**src/rtl/trsq8_irq_ctrl.sv**
```systemverilog
// Priority interrupt controller for the TRSQ8 core: synchronised sources, edge/level PENDING,
// single outstanding request (IDLE -> REQ -> SERVICE -> EOI), register port with one-cycle read latency.
module trsq8_irq_ctrl #(
  parameter int N_SRC       = 8,
  parameter int SYNC_STAGES = 2
) (
  input  logic             clk,
  input  logic             reset_n,
  input  logic [N_SRC-1:0] irq_src,
  input  logic             we,
  input  logic             re,
  input  logic [1:0]       addr,
  input  logic [7:0]       wdata,
  output logic [7:0]       rdata,
  output logic             irq,
  input  logic             irq_ack,
  output logic [2:0]       vector
);

  typedef enum logic [1:0] {
    IDLE    = 2'd0,
    REQ     = 2'd1,
    SERVICE = 2'd2
  } state_t;

  localparam logic [1:0] ADDR_PENDING = 2'd0;
  localparam logic [1:0] ADDR_MASK    = 2'd1;
  localparam logic [1:0] ADDR_MODE    = 2'd2;
  localparam logic [1:0] ADDR_VECTOR  = 2'd3;

  state_t           state;
  logic [N_SRC-1:0] sync_q [SYNC_STAGES];
  logic [N_SRC-1:0] synced;
  logic [N_SRC-1:0] prev_lvl;
  logic [N_SRC-1:0] rise;
  logic [1:0]       fill_cnt;
  logic             filled;
  logic [N_SRC-1:0] pending;
  logic [N_SRC-1:0] pending_nxt;
  logic [N_SRC-1:0] mask;
  logic [N_SRC-1:0] mode;
  logic [N_SRC-1:0] elig;
  logic [N_SRC-1:0] w1c;
  logic [N_SRC-1:0] ack_clr;
  logic [N_SRC-1:0] vec_sel;
  logic [2:0]       winner;
  logic             cur_elig;
  logic             ack_take;
  logic             eoi;
  logic             busy;

  function automatic logic [7:0] zext(input logic [N_SRC-1:0] v);
    logic [7:0] r;
    r            = '0;
    r[N_SRC-1:0] = v;
    return r;
  endfunction

  always_ff @(posedge clk or negedge reset_n) begin
    if (!reset_n) begin
      for (int s = 0; s < SYNC_STAGES; s++) sync_q[s] <= '0;
    end else begin
      sync_q[0] <= irq_src;
      for (int s = 1; s < SYNC_STAGES; s++) sync_q[s] <= sync_q[s-1];
    end
  end

  assign synced = sync_q[SYNC_STAGES-1];

  // The synchroniser output is only a genuine sample once the reset zeros have flushed out;
  // prev_lvl resets high so a line already asserted at reset release never looks like an edge.
  assign filled = (fill_cnt == 2'(SYNC_STAGES));
  assign rise   = filled ? (synced & ~prev_lvl) : '0;

  always_ff @(posedge clk or negedge reset_n) begin
    if (!reset_n) begin
      fill_cnt <= '0;
      prev_lvl <= '1;
    end else begin
      if (!filled) fill_cnt <= fill_cnt + 2'd1;
      if (filled)  prev_lvl <= synced;
    end
  end

  assign busy     = (state != IDLE);
  assign ack_take = (state == REQ) && irq_ack;
  assign eoi      = (state == SERVICE) && we && (addr == ADDR_VECTOR);
  assign elig     = pending & mask;
  assign w1c      = (we && addr == ADDR_PENDING) ? wdata[N_SRC-1:0] : '0;

  always_comb begin
    vec_sel = '0;
    for (int i = 0; i < N_SRC; i++) vec_sel[i] = (3'(i) == vector);
  end

  assign ack_clr  = ack_take ? vec_sel : '0;
  assign cur_elig = |(elig & vec_sel);

  // Edge bits: clears first, then a same-cycle set wins. Level bits simply follow the synced line.
  assign pending_nxt = (mode & ((pending & ~w1c & ~ack_clr) | rise)) | (~mode & synced);

  always_comb begin
    winner = '0;
    for (int i = N_SRC - 1; i >= 0; i--) begin
      if (elig[i]) winner = 3'(i);
    end
  end

  always_ff @(posedge clk or negedge reset_n) begin
    if (!reset_n) begin
      pending <= '0;
      mask    <= '0;
      mode    <= '0;
    end else begin
      pending <= pending_nxt;
      if (we && addr == ADDR_MASK) mask <= wdata[N_SRC-1:0];
      if (we && addr == ADDR_MODE) mode <= wdata[N_SRC-1:0];
    end
  end

  // One request in flight: vector is frozen from the IDLE->REQ decision until EOI.
  always_ff @(posedge clk or negedge reset_n) begin
    if (!reset_n) begin
      state  <= IDLE;
      irq    <= 1'b0;
      vector <= '0;
    end else begin
      case (state)
        IDLE: begin
          if (|elig) begin
            vector <= winner;
            state  <= REQ;
            irq    <= 1'b1;
          end
        end
        REQ: begin
          if (ack_take) begin
            state <= SERVICE;
            irq   <= 1'b0;
          end else if (!cur_elig) begin
            state <= IDLE;
            irq   <= 1'b0;
          end
        end
        SERVICE: begin
          if (eoi) state <= IDLE;
        end
        default: begin
          state <= IDLE;
          irq   <= 1'b0;
        end
      endcase
    end
  end

  always_ff @(posedge clk or negedge reset_n) begin
    if (!reset_n) begin
      rdata <= '0;
    end else if (re) begin
      case (addr)
        ADDR_PENDING: rdata <= zext(pending);
        ADDR_MASK:    rdata <= zext(mask);
        ADDR_MODE:    rdata <= zext(mode);
        default:      rdata <= {busy, 4'b0000, vector};
      endcase
    end
  end

endmodule

```
**config.mk**
```make
export PLATFORM = sky130hd
export DESIGN_NAME = trsq8_irq_ctrl
export DESIGN_NICKNAME = d
export VERILOG_FILES = /design/src/rtl/trsq8_irq_ctrl.sv
export SDC_FILE = /design/constraint.sdc
export NUM_CORES = 1
export LEC_CHECK = 0
export ABC_AREA = 1
export BUFFER_PORTS_ARGS = -buffer_cell sky130_fd_sc_hd__buf_4
export CORE_ASPECT_RATIO = 0.5
export CORE_MARGIN = 3
export CORE_UTILIZATION = 50
export CTS_BUF_LIST = sky130_fd_sc_hd__clkbuf_16
export CTS_CLUSTER_DIAMETER = 50
export CTS_CLUSTER_SIZE = 14
export DETAILED_ROUTE_END_ITERATION = 10
export GPL_TIMING_DRIVEN = 0
export PLACE_DENSITY = 0.7
export RECOVER_POWER = 50
export SLEW_MARGIN = 0
export SYNTH_ARGS = -nofsm -noshare
export SYNTH_HDL_FRONTEND = slang
export SYNTH_SLANG_ARGS = --single-unit
```
**constraint.sdc**
```tcl
create_clock -name clk -period 1.8 [get_ports clk]
set_input_delay 0.27 -clock clk [delete_from_list [all_inputs] [get_ports clk]]
set_output_delay 0.27 -clock clk [all_outputs]
set_load 0.02 [all_outputs]
```
==> results.txt <==
* Netlist area before placement: 2880 sq um
- The critical path is of the reg2reg type.
- At the placement stage, the worst setup path has a slack of 306 ps.
- Dividing total power by cell area gives a power density of 1280 nW/um^2.
- Switching portion of total power: 0.330
- P&R area growth vs syn: 21.1%
* Total of max-cap violations: 1
- Cell Rows: 18
- Worst min-delay path category: in2reg
- Global route overflow: 0
- Final setup TNS: 0 ps
- Worst IR Drop VDD: ~1.0 mV
* CP Cell Sequence: inv_1 > ha_1 > buf_2 > clkbuf_1 > nand3_1 > a31oi_1
- At the worst endpoint, the arrival time is 1740 ps.
- Die extent in y: approximately 60 microns
* Max H-tree Level: 3
- Post-route worst hold slack: around 61 ps
- For this run, the slowest stage of the critical path takes 390 ps.
- Setup repair after global routing missed its margin: no
* Number of design-rule violations left by the first detailed-router iteration: between 150 and 200
- Count of state elements after synthesis: 64
* Initial antenna violation count: 0
* Routability congestion estimate: 0.857
- The first global-routing pass estimated about 10,000 microns of wire.
- At the end of the flow the core is filled with cells to 0.666.
- Total iterations of the first detailed-routing run: 5
- Internal power comes to 2.99 mW.
* Count of vias placed by the detailed router: approximately 2,200
* Switching pwr: 1.48 mW
* Overall die width: 113 microns
* Worst Clk Skew: 4.46 ps
- The share of the Yosys chip area taken by registers is 0.560.
* Drt total wl: 6070 microns
* Setup Viol. Count Final: 0
- Clock tree synthesis found a total of 64 sinks.
- Buffers inserted to repair hold after CTS numbered 0.
* Cell count after synthesis: slightly above 300
* DR WL/cell: roughly 14 microns
- Number of post-CTS setup repair buffers: 0
- Number of flops mapped to enable cells by yosys: 0
- Final Hold Violating Endpoints: 0
- Fraction of power consumed by combinational cells: 0.238
- The core region is 5230 sq um.
* Part of the total power dissipated in the clock network: 0.347
* Main synth FF type: dfrtp_1
- The slowest stage of the critical path belongs to the cell dfrtp_1.
* Crit path buf inv count: 3
* Final worst path period share: 0.824
* Number of buffers added by the clock tree synthesis step: 9
- Run status: finished, violations left
- Of all flip-flops after synthesis, the portion carrying an async set or reset was 1.00.
- Max FO, Critical Path: 10
- Drc violations: 0
- Worst setup SP type: register
* CP required: 2060 ps
- Count of pins on the block boundary: 35
- Relative slew slack: -0.0156
- Worst Setup Slack, final: 318 ps
- Sequential group share of total power: 0.415
- Floorplan die area: ~6800 sq um
* Crit end category: register
- Using the TritonRoute via totals, the vias-per-cell ratio works out to ~5.2.
- Number of nets produced by synthesis: 330
* Final Net Count: 374
- On the critical path the largest part of the delay comes from buffers and inverters.
* N_diodes: 0
- Post-CTS repair changed the size of 0 cells.
- Largest net degree at the start of global routing: 65
- Clock-pin slew was measured on the worst setup and hold paths at 50 ps.
- Port buffering added 33 buffers.
- Derived from the worst setup path, the maximum achievable clock frequency is a little under 700 MHz.
* Via count of the first global-routing pass: 2,045
- Root buffer cell: clkbuf_16
- In the global route stage, overall resource usage came out at 0.207.
- Max Slew Vio Count: 65
- Initial core utilization: 0.550
* Number of synthesis warnings: 0
* Detail Placement HPWL: around 4500 microns
- Clock period minus worst slack: 1480 ps
- The average instance in the mapped netlist occupies 9.40 sq um.
- Violated checks: capacitance limit, slew limit
- Of the cells placed in the final design, the portion with a size suffix greater than 1 is 0.268.
- Insertion delay to the later sink of the worst-skew pair: around 330 ps
- Maximum clock path buffer count: 2
- TritonCTS clock tree: built
- In this run, distinct cell masters in the synthesized netlist total 28.
- Leakage power of the design: between 1.5 and 2 nW
- Count of antenna-violating nets left after detailed routing: 0
* Worst-margin pin slew: 1520 ps
==> cell families after synthesis <==
group / count (synthesis) / share of synthesized area
and+or+nand+nor: 129 / 0.197
DFF: 64 / 0.560
AOI/OAI and AO/OA: 62 / 0.146
buffers and inverters: 42 / 0.0618
muxes: 7 / 0.0274
xor gates and xnor gates: 1 / 0.00305
adders and majority gates: 1 / 0.00435
==> final timing paths <==
kind                        startpoint    endpoint  slack [ps]  cells past startpoint
max                        fill_cnt[0]  pending[2]         320                      6
min                         irq_src[6]  sync_q[14]          60                      1
max reg2reg                fill_cnt[0]  pending[2]         320                      6
min reg2reg                 sync_q[11]   synced[3]         350                      0
max in group asynchronous      reset_n    rdata[2]         580                      1
min in group asynchronous      reset_n   synced[7]         310                      1
==> stage by stage <==
step           cell area [sq um]  power, mW  cells
2_1_floorplan               2880       2.52    306
5_1_grt                     3480       4.73    425
6_report                    3480       4.47    425
3_5_place_dp                3210       2.93    409
3_3_place_gp                3210       2.90    409
4_1_cts                     3480       4.51    425
==> sequential cells by signal (all words and copies together) (netlist names) <==
name      cells
fill_cnt      2
pending       8
irq           1
prev_lvl      8
synced        8
state         2
mode          8
mask          8
sync_q        8
vector        3
rdata         8
==> metal layers <==
layer,vias up,GRT usage,wire (microns)
li1,1095,-,-
met1,1040,0.296,3040
met2,63,0.285,2460
met3,11,0.0805,469
met4,0,0.0788,97
met5,-,0,0
==> power groups by stage <==
stage	Clock [mW]	Combinational (mW)	Sequential, mW
floorplan	0	0.597	1.92
global placement	0	1.04	1.86
detailed placement	0	1.06	1.87
CTS	1.59	1.07	1.85
global route	1.66	1.18	1.89
finish	1.55	1.07	1.85
==> worst register-to-register path: cells and delay by family (launching register included) <==
kind / cells / cell delay [ps]
AOI/OAI and AO/OA: 1 / 180
adders and majority gates: 1 / 140
buffers and inverters: 3 / 570
DFF: 1 / 390
and+or+nand+nor: 1 / 120
==> synthesized netlist by cell type, types with 2 or more instances <==
cell type / n / share of area
inv_1: 32 / 0.042
inv_2: 3 / 0.0039
o21ai_2: 17 / 0.052
dfstp_2: 8 / 0.073
o22a_1: 2 / 0.0061
nor2_1: 19 / 0.025
o21ai_0: 20 / 0.035
nand2_4: 3 / 0.012
a21oi_1: 6 / 0.010
dfrtp_1: 56 / 0.49
nand2_2: 2 / 0.0044
mux2_2: 7 / 0.027
a31oi_1: 6 / 0.013
o211ai_1: 6 / 0.016
o2111ai_1: 4 / 0.012
clkbuf_1: 2 / 0.0026
nand3_1: 21 / 0.037
buf_6: 2 / 0.0078
nor2_4: 3 / 0.012
nand2_1: 79 / 0.10
==> placed cells by master (no fill, tap or decap), types with 2 or more instances in the layout <==
master      count
nand2_1        79
dfrtp_1        56
inv_1          32
buf_4          25
nand3_1        21
o21ai_0        20
nor2_1         19
o21ai_2        17
clkbuf_16       9
clkbuf_4        8
dfstp_2         8
mux2_2          7
o211ai_1        6
a31oi_1         6
a21oi_1         6
o2111ai_1       4
nor2_4          3
nand2_4         3
inv_2           3
clkinvlp_4      3
clkbuf_1        2
o22a_1          2
buf_6           2
nand2_2         2
clkinv_4        2
==> area by class of cell <==
cell class,count,area (sq um)
Buffer,7,46.3
Clock buffer,9,225
Clock inverter,7,48.8
Fill cell,436,1740
Inverter,35,131
Multi-Input combinational cell,200,1090
Sequential cell,64,1610
Tap cell,70,87.6
Timing Repair Buffer,33,245
(Power assumes the default switching activity.)
